$ cat src/rtl/prog_loader_pkg.sv
// Shared definitions for the program loader: processor mode encodings,
// frame width and the loader state type.
package prog_loader_pkg;

  localparam int unsigned FRAME_W = 12;

  localparam logic [1:0] CMD_NONE = 2'b00;
  localparam logic [1:0] CMD_ICS  = 2'b01;
  localparam logic [1:0] CMD_DCS  = 2'b10;
  localparam logic [1:0] CMD_RUN  = 2'b11;

  typedef enum logic [2:0] {
    ST_IDLE,
    ST_SHIFT,
    ST_GAP,
    ST_RUN_START,
    ST_RUN_WAIT
  } state_t;

endpackage

$ cat src/rtl/frame_serializer.sv
// 12-bit LSB-first shift register with a bit counter; last flags the final bit.
module frame_serializer
  import prog_loader_pkg::*;
(
  input  logic               clk,
  input  logic               rst,
  input  logic               load,
  input  logic               shift,
  input  logic [FRAME_W-1:0] word,
  output logic               bit_out,
  output logic               last
);

  logic [FRAME_W-1:0] sreg;
  logic [3:0]         bit_cnt;

  // Load a new word or advance one bit toward the LSB.
  always_ff @(posedge clk) begin
    if (rst) begin
      sreg    <= '0;
      bit_cnt <= '0;
    end else if (load) begin
      sreg    <= word;
      bit_cnt <= '0;
    end else if (shift) begin
      sreg    <= {1'b0, sreg[FRAME_W-1:1]};
      bit_cnt <= bit_cnt + 4'd1;
    end
  end

  assign bit_out = sreg[0];
  assign last    = (bit_cnt == 4'(FRAME_W - 1));

endmodule

$ cat src/rtl/prog_loader.sv
// Host-to-processor program loader: serializes cache frames over cmd/mosi
// and supervises program runs with a completion/timeout watchdog.
module prog_loader
  import prog_loader_pkg::*;
#(
  parameter int unsigned RUN_TIMEOUT = 1023,
  parameter int unsigned GAP_CYCLES  = 1
) (
  input  logic       clk,
  input  logic       rst,
  input  logic       frame_valid,
  output logic       frame_ready,
  input  logic       frame_is_data,
  input  logic [3:0] frame_addr,
  input  logic [7:0] frame_data,
  input  logic       run_req,
  input  logic       proc_done,
  output logic [1:0] cmd,
  output logic       mosi,
  output logic       busy,
  output logic       run_done,
  output logic       run_timeout
);

  localparam logic [15:0] TO_LAST  = 16'(RUN_TIMEOUT - 1);
  localparam logic [15:0] GAP_LAST = 16'(GAP_CYCLES - 1);

  state_t      state;
  logic        is_data;
  logic [15:0] cnt;
  logic        handshake;
  logic        timeout_hit;
  logic        ser_bit;
  logic        ser_last;

  assign frame_ready = (state == ST_IDLE) && !rst;
  assign handshake   = frame_valid && frame_ready;
  assign timeout_hit = (cnt == TO_LAST);
  assign busy        = (state != ST_IDLE);

  frame_serializer u_ser (
    .clk     (clk),
    .rst     (rst),
    .load    (handshake),
    .shift   (state == ST_SHIFT),
    .word    ({frame_data, frame_addr}),
    .bit_out (ser_bit),
    .last    (ser_last)
  );

  // Loader sequencing; cnt is shared between the gap timer and the run watchdog.
  always_ff @(posedge clk) begin
    if (rst) begin
      state   <= ST_IDLE;
      is_data <= 1'b0;
      cnt     <= '0;
    end else begin
      unique case (state)
        ST_IDLE: begin
          if (frame_valid) begin
            is_data <= frame_is_data;
            state   <= ST_SHIFT;
          end else if (run_req) begin
            state <= ST_RUN_START;
          end
        end
        ST_SHIFT: begin
          if (ser_last) begin
            state <= ST_GAP;
            cnt   <= '0;
          end
        end
        ST_GAP: begin
          if (cnt == GAP_LAST) state <= ST_IDLE;
          else                 cnt   <= cnt + 16'd1;
        end
        ST_RUN_START: begin
          state <= ST_RUN_WAIT;
          cnt   <= '0;
        end
        ST_RUN_WAIT: begin
          if (proc_done) begin
            state <= ST_IDLE;
          end else if (timeout_hit) begin
            state <= ST_GAP;
            cnt   <= '0;
          end else begin
            cnt <= cnt + 16'd1;
          end
        end
        default: state <= ST_IDLE;
      endcase
    end
  end

  // Mode lines and pulses; RUN_WAIT drops cmd the same cycle done/timeout occurs.
  always_comb begin
    cmd         = CMD_NONE;
    mosi        = 1'b0;
    run_done    = 1'b0;
    run_timeout = 1'b0;
    unique case (state)
      ST_SHIFT: begin
        cmd  = is_data ? CMD_DCS : CMD_ICS;
        mosi = ser_bit;
      end
      ST_RUN_START: cmd = CMD_RUN;
      ST_RUN_WAIT: begin
        if (proc_done)        run_done    = 1'b1;
        else if (timeout_hit) run_timeout = 1'b1;
        else                  cmd         = CMD_RUN;
      end
      default: ;
    endcase
  end

endmodule

$ cat config.mk
export PLATFORM = sky130hd
export DESIGN_NAME = prog_loader
export DESIGN_NICKNAME = d
export VERILOG_FILES = /design/src/rtl/prog_loader_pkg.sv /design/src/rtl/frame_serializer.sv /design/src/rtl/prog_loader.sv
export SDC_FILE = /design/constraint.sdc
export NUM_CORES = 1
export LEC_CHECK = 0
export ABC_CLOCK_PERIOD_IN_PS = 2060
export BUFFER_PORTS_ARGS = -buffer_cell sky130_fd_sc_hd__buf_2
export CAP_MARGIN = 10
export CORE_MARGIN = 5
export CORE_UTILIZATION = 36
export CTS_CLUSTER_SIZE = 40
export DETAILED_ROUTE_END_ITERATION = 8
export SYNTH_ARGS = -nofsm -noshare
export SYNTH_HDL_FRONTEND = slang
export SYNTH_SLANG_ARGS = --single-unit
$ cat constraint.sdc
create_clock -name clk -period 2.06 [get_ports clk]
set_clock_uncertainty 0.15 [all_clocks]
set_input_delay 0.412 -clock clk [delete_from_list [all_inputs] [get_ports clk]]
set_output_delay 0.412 -clock clk [all_outputs]
set_load 0.01 [all_outputs]
==> results of run 1 <==
routing by layer:
metal	up-vias	GRT usage (%)
li1	968	-
met2	43	25.24
met3	7	3.362
met5	-	0
met1	882	21.51
met4	0	5.482
sequential cells by signal, indices dropped and copies added (netlist names):
| signal | count |
|---|---|
| cnt | 16 |
| u_ser.sreg | 12 |
| u_ser.bit_cnt | 4 |
| state | 3 |
| is_data | 1 |
worst max-delay path, stage by stage (launching register included):
cell	delay [ns]
dfxtp_1	0.31
or4bb_1	0.50
or4_4	0.57
nand2_4	0.12
o21ai_1	0.07
buf_2	0.14
per-stage QoR:
| step | setup TNS (ns) | cells |
|---|---|---|
| after floorplan | -2.891 | 227 |
| after global placement | -3.733 | 355 |
| after detailed placement | -4.060 | 355 |
| after CTS | -5.751 | 365 |
| after global routing | -8.871 | 366 |
| final | -7.776 | 366 |
power by group through the flow:
| stage | Combinational [µW] | Sequential [µW] | Clock [µW] |
|---|---|---|---|
| 2_1_floorplan | 217 | 767 | 0 |
| 3_3_place_gp | 328 | 781 | 0 |
| 3_5_place_dp | 331 | 782 | 0 |
| 6_report | 357 | 773 | 502 |
| 5_1_grt | 399 | 780 | 550 |
| 4_1_cts | 352 | 768 | 521 |
cells by family (layout without fill, tap and decap cells):
kind of cell / after synthesis / in the layout / synth area share, %
flip-flops: 36 / 36 / 38.20
adder cells (fa/ha/maj): 4 / 4 / 2.653
AO/OA/AOI/OAI: 59 / 59 / 21.55
multiplexers: 6 / 6 / 3.249
XOR/XNOR: 3 / 3 / 1.393
buffers and inverters: 16 / 84 / 4.111
AND/OR/NAND/NOR: 103 / 104 / 28.85
synthesized netlist by cell type (4+ instances only):
| cell type | number |
|---|---|
| a211oi_1 | 4 |
| a21oi_1 | 11 |
| a22o_1 | 10 |
| a22oi_1 | 7 |
| clkbuf_1 | 5 |
| dfxtp_1 | 36 |
| ha_1 | 4 |
| inv_1 | 6 |
| mux2i_1 | 5 |
| nand2_1 | 22 |
| nand3_1 | 4 |
| nor2_1 | 30 |
| nor3_1 | 10 |
| nor4_1 | 4 |
| o21ai_0 | 6 |
| o21ai_1 | 9 |
area by class of cell:
type | count | area (µm²)
clock buffers | 5 | 68.82
clock inverters | 3 | 18.77
fillers | 510 | 2560
inverters | 6 | 22.52
multi-input cells | 176 | 1145
flip-flops and latches | 36 | 728.2
well taps | 70 | 87.58
repair buffers | 70 | 476.7
worst paths after layout:
| path | start | end | slack [ns] | cells past startpoint |
|---|---|---|---|---|
| hold reg to reg | u_ser.sreg[3]$_SDFFE_PP0P_ | u_ser.sreg[3]$_SDFFE_PP0P_ | 0.31 | 2 |
| hold / removal | frame_data[7] | u_ser.sreg[11]$_SDFFE_PP0P_ | 0.16 | 3 |
| setup / recovery | cnt[15]$_SDFFE_PP0P_ | cmd[0] | -0.48 | 5 |
| setup reg to reg | cnt[15]$_SDFFE_PP0P_ | cnt[11]$_SDFFE_PP0P_ | -0.43 | 7 |
repair_timing:
item | in CTS | in global routing
setup buffers | 1 | 1
endpoints found under the setup margin | 24 | 28
pin swaps | 2 | 2
gates resized for setup | 10 | 5
gates cloned | 1 | 0
hold endpoints to repair | 0 | 0
==> impl_metrics.env, run 1 <==
export IMPL_status="complete, but fails checks"
export IMPL_violations="setup timing"
export IMPL_wire_per_inst_um=13.11
export IMPL_syn_avg_cell_area_um2=8.312
export IMPL_fin_ws_ns=-0.4850
export IMPL_clockRootBuffer="clkbuf_8"
export IMPL_fp_dieH_um=82.40
export IMPL_fin_area_mm2=0.002547
export IMPL_synth_area_mm2=0.001887
export IMPL_routed_wl_met3_um=238
export IMPL_dpl_hpwl_mm=3.557
export IMPL_p_sw_share_pct=30.26
export IMPL_cts_buffer_depth=2
export IMPL_end_kind="primary output"
export IMPL_cts_sinks=36
export IMPL_ys_seq_area_share_pct=38.20
export IMPL_routed_wl_mm=4.797
export IMPL_antennaDiodeCount=0
export IMPL_hold_violations=0
export IMPL_overflow=0
export IMPL_final_cell_mix="buf_4, dfxtp_1, nor2_1"
export IMPL_power_leakage_uw=0.001070
export IMPL_design_final_nets=317
export IMPL_ant_nets=0
export IMPL_area_growth_pct=35.01
export IMPL_finalPower_uw=1632
export IMPL_coreArea_mm2=0.005107
export IMPL_slew_headroom_pct=67.93
export IMPL_hold_buffers=0
export IMPL_dr_pass1_iters=4
export IMPL_io_pins=25
export IMPL_syn_inst=227
export IMPL_fin_util_pct=49.88
export IMPL_antenna_found_initial=0
export IMPL_io_buffers=24
export IMPL_initial_core_util_pct=36.94
export IMPL_die_x_um=82.40
export IMPL_crit_arrival_ns=1.98
export IMPL_grt_max_degree=13
export IMPL_yosys_top_cells_area="dfxtp_1, nor2_1, a22o_1"
export IMPL_rows=26
export IMPL_fmax_ghz=0.3929
export IMPL_dpl_worst_slack_ns=-0.2509
export IMPL_top_layer="met4"
export IMPL_yosysWarnings=0
export IMPL_p_per_area_mw_per_mm2=640.5
export IMPL_cts_buffers=5
export IMPL_cp_start_kind="register"
export IMPL_layout_commonest_cell="buf_4"
export IMPL_place_gp_congestion=0.8733
export IMPL_drive_above_1_share_pct=31.76
export IMPL_tightest_slew_ns=0.4798
export IMPL_clk_latency_ns=0.29
export IMPL_drt_met1_wl_mm=2.274
export IMPL_viasPerCell=5.191
export IMPL_sequentialPowerShare_pct=47.4
export IMPL_yosys_most_used_dff="dfxtp_1"
export IMPL_final_min_clock_period_ns=2.545
export IMPL_crit_type="reg2out"
export IMPL_final_period_utilization_pct=123.5
export IMPL_grt_usage_pct=15.98
export IMPL_grt_pass1_wl_mm=8.355
export IMPL_ys_types=46
export IMPL_dr_total_vias=1900
export IMPL_htreeDepth=2
export IMPL_holdWs_ns=0.1644
export IMPL_synthArstFlopShare_pct=0
export IMPL_p_int_uw=1138
export IMPL_synth_nets=249
export IMPL_cts_clk_slew_worst_paths_ns=0.08
export IMPL_comb_power_share_pct=21.9
export IMPL_required_ns=1.50
export IMPL_net_switching_power_uw=493.7
export IMPL_synth_edff_count=0
export IMPL_crit_fanout=3
export IMPL_synth_area_leader_cell="dfxtp_1"
export IMPL_synth_seq_cells=36
export IMPL_holdCritPathClass="in2reg"
export IMPL_peakVddDrop_mv=0.3181
export IMPL_finalSetupViolCount=19
export IMPL_clkPwrFrac_pct=30.8
export IMPL_rsz0062_at_grt="yes"
export IMPL_drv_slew=0
export IMPL_cts_tree="built"
export IMPL_cap_violations=0
export IMPL_place_area_mm2=0.002375
export IMPL_grt_pass1_vias=1807
export IMPL_synth_top_area_share_pct=38.20
export IMPL_drc=0
export IMPL_wl_met2_mm=2.229
export IMPL_drtIter0Drc=119
export IMPL_dieArea_mm2=0.006789
Note: power is estimated with default switching activity, not from simulation.
==> run 2, diff against run 1 <==
Settings changed: CELL_PAD_IN_SITES_DETAIL_PLACEMENT set to 0, CELL_PAD_IN_SITES_GLOBAL_PLACEMENT set to 1, PLACE_DENSITY_LB_ADDON set to 0.1, RECOVER_POWER set to 25.
==> impl_metrics.env, run 2 (same netlist as run 1, synthesis figures left out) <==
export IMPL_design_final_nets=318
export IMPL_crit_fanout=3
export IMPL_die_x_um=82.40
export IMPL_cp_start_kind="register"
export IMPL_tightest_slew_ns=0.6014
export IMPL_crit_type="reg2out"
export IMPL_crit_path_end="cmd[0]"
export IMPL_initial_core_util_pct=36.94
export IMPL_power_leakage_uw=0.001071
export IMPL_fin_setup_tns_ns=-8.059
export IMPL_status="complete, but fails checks"
export IMPL_grt_usage_pct=16.08
export IMPL_cts_sinks=36
export IMPL_largest_registers="cnt x16, u_ser.sreg x12, u_ser.bit_cnt x4"
export IMPL_slew_headroom_pct=59.34
export IMPL_htreeDepth=2
export IMPL_crit_arrival_ns=1.96
export IMPL_viasPerCell=5.174
export IMPL_end_kind="primary output"
export IMPL_grt_pass1_vias=1752
export IMPL_p_per_area_mw_per_mm2=688.6
export IMPL_drive_above_1_share_pct=31.65
export IMPL_cts_buffers=5
export IMPL_rows=26
export IMPL_wire_per_inst_um=13.56
export IMPL_rsz0062_at_grt="yes"
export IMPL_critPathLaunch="cnt[14]$_SDFFE_PP0P_"
export IMPL_overflow=0
export IMPL_drv_slew=0
export IMPL_cts_tree="built"
export IMPL_reg2reg_to="cnt[7]$_SDFFE_PP0P_"
export IMPL_io_buffers=24
export IMPL_dr_pass1_iters=4
export IMPL_place_gp_congestion=0.8213
export IMPL_clockRootBuffer="clkbuf_8"
export IMPL_holdCritPathClass="in2reg"
export IMPL_fin_ws_ns=-0.4632
export IMPL_clk_latency_ns=0.30
export IMPL_dpl_hpwl_mm=3.715
export IMPL_rr_worst_depth=7
export IMPL_layout_commonest_cell="buf_4"
export IMPL_antennaDiodeCount=0
export IMPL_final_min_clock_period_ns=2.523
export IMPL_drtIter0Drc=69
export IMPL_area_growth_pct=35.48
export IMPL_violations="setup timing"
export IMPL_dieArea_mm2=0.006789
export IMPL_hold_violations=0
export IMPL_largest_reg_flops=16
export IMPL_required_ns=1.50
export IMPL_hold_buffers=0
export IMPL_holdPathStages=3
export IMPL_final_period_utilization_pct=122.5
export IMPL_dr_total_vias=1899
export IMPL_fmax_ghz=0.3963
export IMPL_routed_wl_mm=4.976
export IMPL_cap_violations=0
export IMPL_top_register="cnt"
export IMPL_peakVddDrop_mv=0.3497
export IMPL_num_fill_cells=528
export IMPL_coreArea_mm2=0.005107
export IMPL_cts_clk_slew_worst_paths_ns=0.08
export IMPL_final_cell_mix="buf_4, dfxtp_1, nor2_1"
export IMPL_io_pins=25
export IMPL_fp_dieH_um=82.40
export IMPL_finalSetupViolCount=21
export IMPL_rrSetupSlack_ns=-0.46
export IMPL_ant_nets=0
export IMPL_grt_pass1_wl_mm=8.231
export IMPL_drc=0
export IMPL_cts_buffer_depth=2
export IMPL_antenna_found_initial=0
export IMPL_reg2reg_from="cnt[14]$_SDFFE_PP0P_"
export IMPL_grt_max_degree=23
export IMPL_fin_util_pct=50.05
run 2: layout make-up:
type,instances,area (µm²),share of cell area (%)
Inverter,6,22.52,0.8811
Multi-Input combinational cell,176,1130,44.20
Tap cell,70,87.58,3.426
Clock buffer,5,68.82,2.692
Clock inverter,3,42.54,1.664
Timing Repair Buffer,71,476.7,18.65
Sequential cell,36,728.2,28.49
run 2: worst min path at each step:
stage | from | to
2_1_floorplan | u_ser.sreg[1]$_SDFFE_PP0P_ | u_ser.sreg[1]$_SDFFE_PP0P_
3_3_place_gp | u_ser.sreg[10]$_SDFFE_PP0P_ | u_ser.sreg[10]$_SDFFE_PP0P_
3_5_place_dp | u_ser.sreg[2]$_SDFFE_PP0P_ | u_ser.sreg[2]$_SDFFE_PP0P_
4_1_cts | frame_data[7] | u_ser.sreg[11]$_SDFFE_PP0P_
5_1_grt | frame_is_data | is_data$_SDFFE_PP0P_
6_report | frame_data[7] | u_ser.sreg[11]$_SDFFE_PP0P_
run 2: timing repair:
| item | in CTS | in global routing |
|---|---|---|
| gates resized for setup | 9 | 6 |
| buffers inserted | 1 | 1 |
| gates cloned | 1 | 0 |
| pin swaps | 1 | 1 |
| endpoints found under the setup margin | 20 | 22 |
| hold endpoints to repair | 0 | 0 |
run 2: worst max-delay path: stages, from the launching register on:
cell and delay [ns]:
dfxtp_2 0.32, or4bb_1 0.49, or4_4 0.56, nand2_4 0.11
o21ai_2 0.05, buf_2 0.13
run 2: per-stage QoR:
stage                     power (µW)  instance area, µm²  hold WS (ns)  std cells  setup slack [ns]
after floorplan                983.6                1892        0.2860        227           -0.2010
after global placement          1130                2382        0.2939        356           -0.2246
after detailed placement        1132                2382        0.3010        356           -0.2636
after CTS                       1786                2545        0.1354        366           -0.4878
after global routing            1853                2556        0.1622        367           -0.5216
final                           1760                2556        0.1461        367           -0.4632
run 2: routing by layer:
metal | wire length, µm | up-vias | track usage [%]
met5 | 0 | - | 0
met4 | 97 | 0 | 6.811
met3 | 178 | 9 | 2.928
met2 | 2433 | 31 | 28.04
met1 | 2266 | 890 | 19.19
li1 | - | 969 | -
run 2: power breakdown:
part / switching, µW / internal [µW] / leakage [µW]
Combinational: 199 / 166 / 0.000722
Sequential: 29.1 / 734 / 0.000295
Clock: 273 / 358 / 0.0000541
Total: 501 / 1260 / 0.00107
==> run 3, diff against run 2 <==
Settings changed: ABC_CLOCK_PERIOD_IN_PS 2060 to 3200.
Clock period 2.06 ns to 3.2 ns, I/O delays scaled along.
==> impl_metrics.env, run 3 (same netlist as run 1, synthesis figures left out) <==
export IMPL_cts_sinks=36
export IMPL_layout_commonest_cell="dfxtp_1"
export IMPL_crit_type="reg2out"
export IMPL_peakVddDrop_mv=0.2300
export IMPL_holdPathStages=2
export IMPL_final_period_utilization_pct=91.88
export IMPL_rsz0062_at_grt="no"
export IMPL_clockRootBuffer="clkbuf_8"
export IMPL_status="finished clean"
export IMPL_num_fill_cells=536
export IMPL_die_x_um=82.40
export IMPL_required_ns=2.41
export IMPL_drc=0
export IMPL_reg2reg_from="cnt[10]$_SDFFE_PP0P_"
export IMPL_top_register="cnt"
export IMPL_fin_util_pct=43.07
export IMPL_cts_clk_slew_worst_paths_ns=0.07
export IMPL_routed_wl_mm=4.348
export IMPL_crit_arrival_ns=2.15
export IMPL_grt_pass1_vias=1604
export IMPL_seqCellArea_um2=720.7
export IMPL_end_kind="primary output"
export IMPL_place_gp_congestion=0.7432
export IMPL_fp_dieH_um=82.40
export IMPL_cp_start_kind="register"
export IMPL_finalNonFillerCells=326
export IMPL_crit_fanout=5
export IMPL_grt_pass1_wl_mm=7.293
export IMPL_whs_endpoint="u_ser.sreg[9]$_SDFFE_PP0P_"
export IMPL_drive_above_1_share_pct=17.19
export IMPL_tightest_slew_ns=0.5788
export IMPL_dr_pass1_iters=4
export IMPL_rrSetupSlack_ns=0.55
export IMPL_largest_reg_flops=16
export IMPL_hold_violations=0
export IMPL_area_growth_pct=16.58
export IMPL_coreArea_mm2=0.005107
export IMPL_fmax_ghz=0.3401
export IMPL_io_pins=25
export IMPL_htreeDepth=2
export IMPL_finalSetupViolCount=0
export IMPL_viasPerCell=5.307
export IMPL_largest_registers="cnt x16, u_ser.sreg x12, u_ser.bit_cnt x4"
export IMPL_cts_buffers=5
export IMPL_design_final_nets=277
export IMPL_slew_headroom_pct=60.87
export IMPL_reg2reg_to="cnt[7]$_SDFFE_PP0P_"
export IMPL_wire_per_inst_um=13.34
export IMPL_final_cell_mix="dfxtp_1, nor2_1, buf_2"
export IMPL_antenna_found_initial=0
export IMPL_io_buffers=24
export IMPL_multi_input_area_mm2=0.001089
export IMPL_fin_setup_tns_ns=0
export IMPL_dieArea_mm2=0.006789
export IMPL_initial_core_util_pct=36.94
export IMPL_cts_buffer_depth=2
export IMPL_clk_latency_ns=0.28
export IMPL_final_min_clock_period_ns=2.940
export IMPL_finalPower_uw=1082
export IMPL_holdCritPathClass="reg2reg"
export IMPL_rr_worst_depth=6
export IMPL_grt_max_degree=24
export IMPL_power_leakage_uw=0.0008606
export IMPL_p_per_area_mw_per_mm2=491.9
export IMPL_grt_usage_pct=13.89
export IMPL_dr_total_vias=1730
export IMPL_hold_buffers=0
export IMPL_drv_slew=0
export IMPL_antennaDiodeCount=0
export IMPL_dp_cells=318
export IMPL_ant_nets=0
export IMPL_hp_start="u_ser.sreg[9]$_SDFFE_PP0P_"
export IMPL_cts_tree="built"
export IMPL_postCtsSetupRepairBufs=0
export IMPL_post_cts_resize_count=0
export IMPL_rows=26
export IMPL_cap_violations=0
export IMPL_overflow=0
export IMPL_dpl_hpwl_mm=3.126
export IMPL_drtIter0Drc=95
[run 3: cell types whose count changed in the layout (fill, tap and decap cells not counted), sizes merged]
cell,delta
buf,-39
nor2b,-1
clkbuf,-1
[run 3: where the power goes]
part           switching, µW  internal, µW  total (µW)
logic                    107          77.7         185
registers               24.9           472         497
clock network            169           231         400
[run 3: routing by layer]
layer	part of all wire, %	vias up	global-route usage, %
met1	46	814	16.80
met4	0.69	0	5.150
met3	4.5	2	3.688
met2	48	27	23.48
li1	-	887	-
met5	0	-	0
[run 3: final cells by class]
type                            instances  share of cell area (%)
Tap cell                               70                   3.982
Timing Repair Buffer                   31                   7.679
Inverter                                6                   1.024
Multi-Input combinational cell        175                   49.49
Clock buffer                            5                   3.129
Clock inverter                          3                   1.934
Sequential cell                        36                   32.76
[run 3: worst max-delay path by stage]
stage                         startpoint                  end  cells after the start
floorplan           cnt[10]$_SDFFE_PP0P_               cmd[0]                      4
finish              cnt[10]$_SDFFE_PP0P_               cmd[0]                      5
detailed placement  cnt[10]$_SDFFE_PP0P_  cnt[7]$_SDFFE_PP0P_                      6
global route        cnt[10]$_SDFFE_PP0P_               cmd[0]                      5
global placement    cnt[10]$_SDFFE_PP0P_  cnt[3]$_SDFFE_PP0P_                      6
CTS                 cnt[10]$_SDFFE_PP0P_               cmd[0]                      5
[run 3: worst max-delay path, cell delays in order, from the launching register on]
cell     delay (ns)
dfxtp_1        0.34
or4_1          0.54
or4_4          0.57
nand2_1        0.17
o21ai_0        0.10
buf_2          0.14
[run 3: through the flow]
stage / setup WS, ns / hold WS, ns / cell area (µm²)
CTS: 0.2475 / 0.3104 / 2203
finish: 0.2597 / 0.3069 / 2200
detailed placement: 0.5366 / 0.2987 / 2092
global placement: 0.5739 / 0.2966 / 2092
floorplan: 0.7507 / 0.2860 / 1887
global route: 0.1927 / 0.3305 / 2200
